--- config.mk ---
export PLATFORM = sky130hd
export DESIGN_NAME = pop_count_arbiter
export DESIGN_NICKNAME = d
export VERILOG_FILES = /design/src/rtl/pop_count_arbiter.sv
export SDC_FILE = /design/constraint.sdc
export NUM_CORES = 1
export LEC_CHECK = 0
export ABC_AREA = 1
export BUFFER_PORTS_ARGS = -buffer_cell sky130_fd_sc_hd__buf_4
export CAP_MARGIN = 20
export CELL_PAD_IN_SITES_DETAIL_PLACEMENT = 0
export CELL_PAD_IN_SITES_GLOBAL_PLACEMENT = 1
export CORE_UTILIZATION = 33
export CTS_CLUSTER_DIAMETER = 200
export DETAILED_ROUTE_END_ITERATION = 7
export GPL_TIMING_DRIVEN = 0
export PLACE_DENSITY_LB_ADDON = 0.15
export RECOVER_POWER = 25
export SYNTH_ARGS = -nofsm -noshare
export SYNTH_HDL_FRONTEND = slang
export SYNTH_SLANG_ARGS = --single-unit
--- constraint.sdc ---
create_clock -name clk -period 5.85 [get_ports clk]
set_clock_uncertainty 0.2 [all_clocks]
set_input_delay 0.2925 -clock clk [delete_from_list [all_inputs] [get_ports clk]]
set_output_delay 0.2925 -clock clk [all_outputs]
set_load 0.02 [all_outputs]
--- src/rtl/pop_count_arbiter.sv ---
// Round-robin arbiter sharing one 32-bit popcount stage among N_REQ requesters.
// Two-stage pipeline (A: operand, B: result) with valid/ready on both sides.
module pop_count_arbiter #(
  parameter int N_REQ = 4,
  parameter int ID_W  = $clog2(N_REQ)
) (
  input  logic                  clk,
  input  logic                  rst,
  input  logic [N_REQ-1:0]      req_valid,
  input  logic [32*N_REQ-1:0]   req_data,
  output logic [N_REQ-1:0]      req_ready,
  output logic                  rsp_valid,
  output logic [ID_W-1:0]       rsp_id,
  output logic [5:0]            rsp_count,
  input  logic                  rsp_ready
);

  logic            a_valid;
  logic [ID_W-1:0] a_id;
  logic [31:0]     a_data;
  logic [ID_W-1:0] ptr;

  logic            b_free;
  logic            a_free;
  logic            found;
  logic [ID_W-1:0] winner;
  logic [ID_W-1:0] cand;
  logic [31:0]     grant_data;
  logic            transfer;
  logic [5:0]      pc;

  assign b_free   = !rsp_valid || rsp_ready;
  assign a_free   = !a_valid || b_free;
  assign transfer = |req_ready;

  // Walk the requesters starting at ptr, wrapping explicitly so non-power-of-two
  // N_REQ never produces an out-of-range candidate.
  always_comb begin
    found  = 1'b0;
    winner = '0;
    cand   = ptr;
    for (int unsigned k = 0; k < N_REQ; k++) begin
      if (!found && req_valid[cand]) begin
        found  = 1'b1;
        winner = cand;
      end
      cand = (cand == ID_W'(N_REQ - 1)) ? '0 : cand + 1'b1;
    end
  end

  always_comb begin
    req_ready = '0;
    if (!rst && a_free && found)
      req_ready[winner] = 1'b1;
  end

  always_comb begin
    grant_data = '0;
    for (int unsigned i = 0; i < N_REQ; i++) begin
      if (winner == ID_W'(i))
        grant_data = req_data[32*i +: 32];
    end
  end

  always_comb begin
    pc = '0;
    for (int unsigned i = 0; i < 32; i++)
      pc = pc + {5'b0, a_data[i]};
  end

  always_ff @(posedge clk) begin
    if (rst) begin
      a_valid   <= 1'b0;
      a_id      <= '0;
      a_data    <= '0;
      rsp_valid <= 1'b0;
      rsp_id    <= '0;
      rsp_count <= '0;
      ptr       <= '0;
    end else begin
      if (b_free) begin
        rsp_valid <= a_valid;
        if (a_valid) begin
          rsp_id    <= a_id;
          rsp_count <= pc;
        end
      end
      if (a_free) begin
        a_valid <= transfer;
        if (transfer) begin
          a_id   <= winner;
          a_data <= grant_data;
        end
      end
      if (transfer)
        ptr <= (winner == ID_W'(N_REQ - 1)) ? '0 : winner + 1'b1;
    end
  end

endmodule

==> results of run 1 <==
## worst max-delay path: stages, from the launching register on
cell and delay (ns):
dfxtp_1 0.33, fa_1 0.53, inv_1 0.05, fa_1 0.49
inv_1 0.05, fa_1 0.47, inv_1 0.05, fa_1 0.48
fa_1 0.49, fa_1 0.50, inv_1 0.04, ha_1 0.20
fa_1 0.40, a31oi_1 0.22, xnor2_1 0.14, nand2_1 0.07
a21oi_1 0.12
## placed cells by master, fill, tap and decap left out, types with 2 or more instances in the layout
cell type and instances:
buf_4 138, buf_2 5, nand3_1 45, clkbuf_16 5, clkinvlp_4 2, nand2_2 2, a31oi_1 2, buf_1 5
fa_1 24, ha_1 12, nand2_1 174, clkbuf_1 35, nand4_1 2, xnor2_1 2, o211ai_1 2, dfxtp_1 46
a21oi_1 43, o21ai_0 74, nor2_1 83, inv_1 70
## layout make-up
type	instances	area share
multi-input combinational	469	0.477
timing repair buffer	148	0.204
sequential	46	0.175
inverter	72	0.0514
tap	143	0.0340
buffer	37	0.0297
clock buffer	5	0.0238
clock inverter	3	0.00452
## worst paths after layout
kind	end	cells after the start	start
setup / recovery	rsp_count[4]	16	a_data[17]
hold / removal	a_data[17]	5	req_data[113]
setup reg to reg	rsp_count[4]	16	a_data[17]
hold reg to reg	rsp_id[1]	2	a_id[1]
## metrics by stage
step / instances / hold WS, ns / instance area (sq um) / utilization / setup WS (ns)
finish: 923 / 0.140 / 5260 / 0.461 / 0.957
global route: 923 / 0.174 / 5260 / 0.461 / 0.801
CTS: 923 / 0.135 / 5300 / 0.464 / 0.892
detailed placement: 914 / 0.251 / 5140 / 0.450 / 0.908
global placement: 914 / 0.246 / 5140 / 0.450 / 0.969
floorplan: 624 / 0.162 / 3860 / - / 1.15
## registers in the layout, summed over array words and instances (netlist names)
signal,count
rsp_count,6
a_data,32
rsp_valid,1
a_id,2
rsp_id,2
a_valid,1
ptr,2
## cells by family (layout without fill, tap and decap cells)
kind of cell / count (synthesis) / in the layout / synth area share
and+or+nand+nor: 308 / 308 / 0.320
DFF: 46 / 46 / 0.239
AOI/OAI and AO/OA: 122 / 122 / 0.160
adders and majority gates: 36 / 36 / 0.163
buffers and inverters: 109 / 265 / 0.111
xor gates and xnor gates: 3 / 3 / 0.00681
## per-layer routing
layer / part of all wire / routed length [um] / up-vias
li1: - / - / 2275
met1: 0.48 / 5800 / 1841
met2: 0.46 / 5610 / 138
met3: 0.058 / 704 / 2
met4: 0.0039 / 47 / 0
met5: 0 / 0 / -
## what timing repair did
action / CTS / global route
hold endpoints to repair: 3 / 0
hold buffers: 1 / 0
resized for setup: 0 / 0
==> qor.txt, run 1 <==
GRT Residual Overflow: 0
Post-Route WL: 12,200 um
Layer with the highest usage: met2
Seq cells post-synth: 46
Max-Cap Viols: 0
Num CTS Buffers: 5
Synth-to-Final Area Change: 36.4%
Cell variety after synth: 25
Synth cell count leaders: 174 x nand2_1, 83 x nor2_1, 74 x o21ai_0, 70 x inv_1, 46 x dfxtp_1
Synth top area share: 0.239
Ant diodes: 0
Die W: 110 um
Root buffer cell: clkbuf_16
Initial antenna violation count: 0
Syn Nets: 795
Vias in the first global route: 4,029
Largest net degree at the start of global routing: 17
Core area: 0.0114 sq mm
IO buf count: 147
TritonRoute pass-1 iters: 4
ANT nets after route: 0
Critical path start-end classification: register to register
CTS Buffer Depth: 2
Status: finished, final reports clean
Mapped Avg Cell Area: 6.18 sq um
Multi-input gate area: 0.00251 sq mm
Unrepaired setup endpoints after global routing: no
Netlist Area Pre-Place: 0.00386 sq mm
Worst min path class: input pin to register
Drt initial violations: 207
Die ar.: 0.0121 sq mm
Hold Vio Cnt, Final: 0
Met1 GRT Util: 0.280
Total track usage: 0.204
Clk Latency, worst-skew pair: 0.29 ns
GPL Wtd Cong: 0.785
H-tree levels: 2
Yosys Warn Count: 0
Number of synthesized flops with an enable pin: 0
Clk slew on worst S/H paths: 0.07 ns
CP Max Fanout: 2
Slew HR: 0.508
# DRC: 0
Initial Utilization: 0.338
Met2 usage: 0.334
Final max-slew violation count: 0
Rows: 39
CTS tree: done
Ys flop type: dfxtp_1
Critical Path RT: 5.88 ns
Per-cell routed wire length: 13.2 um
Count leader, synth: nand2_1
Post-detail-place hpwl: 10,400 um
Vias after detailed routing: 4,256
Worst Setup End Kind: register
Flip-flop and latch area: 921 sq um
Setup tns final: 0 ns
Mapped Cells: 624
First-pass GRT wire length: 19,100 um
Largest cells by area after synthesis: dfxtp_1 24%, nand2_1 17%, fa_1 12%
GR Layer Usage met3: 0.0359
Period utilization: 0.836
Share of layout cells above drive strength 1: 0.201
Drt via density: 4.61
Post-synthesis sequential area ratio: 0.239
CP Launch Type: register
Die height: 110 um
Share of flip-flops with an asynchronous set or reset: 0
Post-CTS Setup Inserts: 0
# IOs: 148
CTS Sinks: 46
Slew at the pin closest to its max-slew limit: 0.734 ns
Final net count: 950
Setup violation total in the final timing report: 0
Highest clock rate: 0.204 GHz
Critical Path AT: 4.92 ns
Post-synth top area cell: dfxtp_1
Tmin final: 4.89 ns
Fill count: 1,230
R2R Setup Slk: 0.96 ns
Power of run 1 is not shown: default switching activity piles up to over one toggle a cycle in this logic, so the estimate is an artifact.
==> run 2, diff against run 1 <==
Settings changed: CORE_UTILIZATION 33 to 30.
Clock period 5.85 ns to 4.25 ns, I/O delays scaled along.
==> qor.txt, run 2 (same netlist as run 1, synthesis figures left out) <==
Crit. Startpoint: a_data[17]
Unrepaired setup endpoints after global routing: yes
CP max-delay cell: fa_1
Drt initial violations: 208
Critical Path AT: 4.71 ns
Rows: 41
Most common library cell in the layout ignoring fill and taps: nand2_1
Multi-input gate area: 0.00259 sq mm
Die ar.: 0.0133 sq mm
Vias in the first global route: 4,104
Highest clock rate: 0.211 GHz
Period utilization: 1.12
ANT nets after route: 0
Final setup margin: -0.497 ns
Vias after detailed routing: 4,358
Die height: 115 um
Reg2reg end: rsp_count[2]
H-tree levels: 2
Total track usage: 0.190
Worst reg2reg path depth: 16
CTS Sinks: 46
Critical Path Stages: 16
Initial Utilization: 0.307
Setup violation total in the final timing report: 5
RR Startpoint: a_data[17]
Worst Setup End Kind: register
Post-detail-place hpwl: 10,600 um
TritonRoute pass-1 iters: 5
Number of flip-flops in the largest register: 32
CP Launch Type: register
CP Max Fanout: 2
CTS tree: done
GPL Wtd Cong: 0.824
IO buf count: 147
Slew HR: 0.547
Share of layout cells above drive strength 1: 0.229
Worst-path cell chain: fa_1 > inv_1 > fa_1 > inv_1 > fa_1 > inv_1 > fa_1 > fa_1 > fa_1 > inv_2 > ha_4 > fa_2 > buf_4 > buf_6 > xnor2_2 > a21oi_1
CTS Buffer Depth: 2
Worst hold path startpoint: rsp_ready
Core area: 0.0126 sq mm
GRT Residual Overflow: 0
Commonest non-fill, non-tap cells in the layout: 173 x nand2_1, 141 x buf_4, 83 x nor2_1, 70 x o21ai_0, 65 x inv_1
Post-Route WL: 12,600 um
Worst setup endpoint: rsp_count[2]
Failing checks: negative setup slack
Root buffer cell: clkbuf_16
Hold Vio Cnt, Final: 0
Pre-CTS setup slack: -0.567 ns
Num CTS Buffers: 5
Die W: 115 um
Clk Latency, worst-skew pair: 0.29 ns
WP buf/inv: 6
Tmin final: 4.75 ns
Slew at the pin closest to its max-slew limit: 0.676 ns
Critical path start-end classification: register to register
# DRC: 0
Drt via density: 4.56
Max-Cap Viols: 0
Synth-to-Final Area Change: 40.9%
# IOs: 148
Largest net degree at the start of global routing: 16
Per-cell routed wire length: 13.2 um
Critical Path RT: 4.21 ns
Regs by FF count: a_data: 32 flops, rsp_count: 6 flops
Flip-flop and latch area: 923 sq um
Status: finished with violations
Worst path most repeated cell: fa_1
Finished Layout Cells: 955
Final net count: 953
Final max-slew violation count: 0
CP top delay family: adder cells
Fill count: 1,378
R2R Setup Slk: -0.50 ns
First-pass GRT wire length: 19,500 um
Register with the most flip-flops: a_data
Clk slew on worst S/H paths: 0.07 ns
Placed cell count: 943
Crit-path max cell delay: 0.52 ns
Ant diodes: 0
Worst min path class: input pin to register
Initial antenna violation count: 0
-- run 2: worst min-delay path by stage --
stage	slack [ns]	end	cells after the start
after floorplan	0.08	rsp_count[4]	1
after global placement	0.22	rsp_count[4]	2
after detailed placement	0.22	rsp_count[4]	2
after CTS	0.06	a_data[17]	5
after global routing	0.07	rsp_valid	4
final	0.06	rsp_valid	4
-- run 2: layer usage --
| metal | vias up | GRT usage | share of wire |
|---|---|---|---|
| met5 | - | 0 | 0 |
| met3 | 8 | 0.0314 | 0.051 |
| met2 | 129 | 0.319 | 0.46 |
| li1 | 2272 | - | - |
| met4 | 0 | 0.0338 | 0.0086 |
| met1 | 1949 | 0.258 | 0.48 |
-- run 2: stage by stage --
step	setup TNS (ns)	util	instance area, sq um	hold WS [ns]
2_1_floorplan	-1.18	-	3860	0.0816
3_3_place_gp	-2.06	0.412	5180	0.217
3_5_place_dp	-2.15	0.412	5180	0.220
4_1_cts	-1.93	0.434	5460	0.0598
5_1_grt	-2.73	0.432	5440	0.0747
6_report	-1.89	0.432	5440	0.0563
-- run 2: repair_timing --
action                     4_1_cts  5_1_grt
hold endpoints to repair         3        0
pin swaps                        7        6
cloned                           0        0
setup endpoints to repair        5        7
resized for setup               18        3
hold buffers                     1        0
buffers inserted                 3        1
-- run 2: final cells by class --
| type | count | area share |
|---|---|---|
| flip-flops and latches | 46 | 0.170 |
| inverters | 72 | 0.0497 |
| well taps | 172 | 0.0396 |
| multi-input cells | 469 | 0.477 |
| repair buffers | 151 | 0.203 |
| clock inverters | 3 | 0.00806 |
| plain buffers | 37 | 0.0288 |
| clock buffers | 5 | 0.0230 |
-- run 2: worst register-to-register path: cells and delay by family (launching register included) --
family / cells / cell delay, ns
fa+ha+maj: 8 / 3.46
buf+inv: 6 / 0.45
flops: 1 / 0.33
xor+xnor: 1 / 0.11
compound gates: 1 / 0.07
Power of run 2 is left out for the same reason.
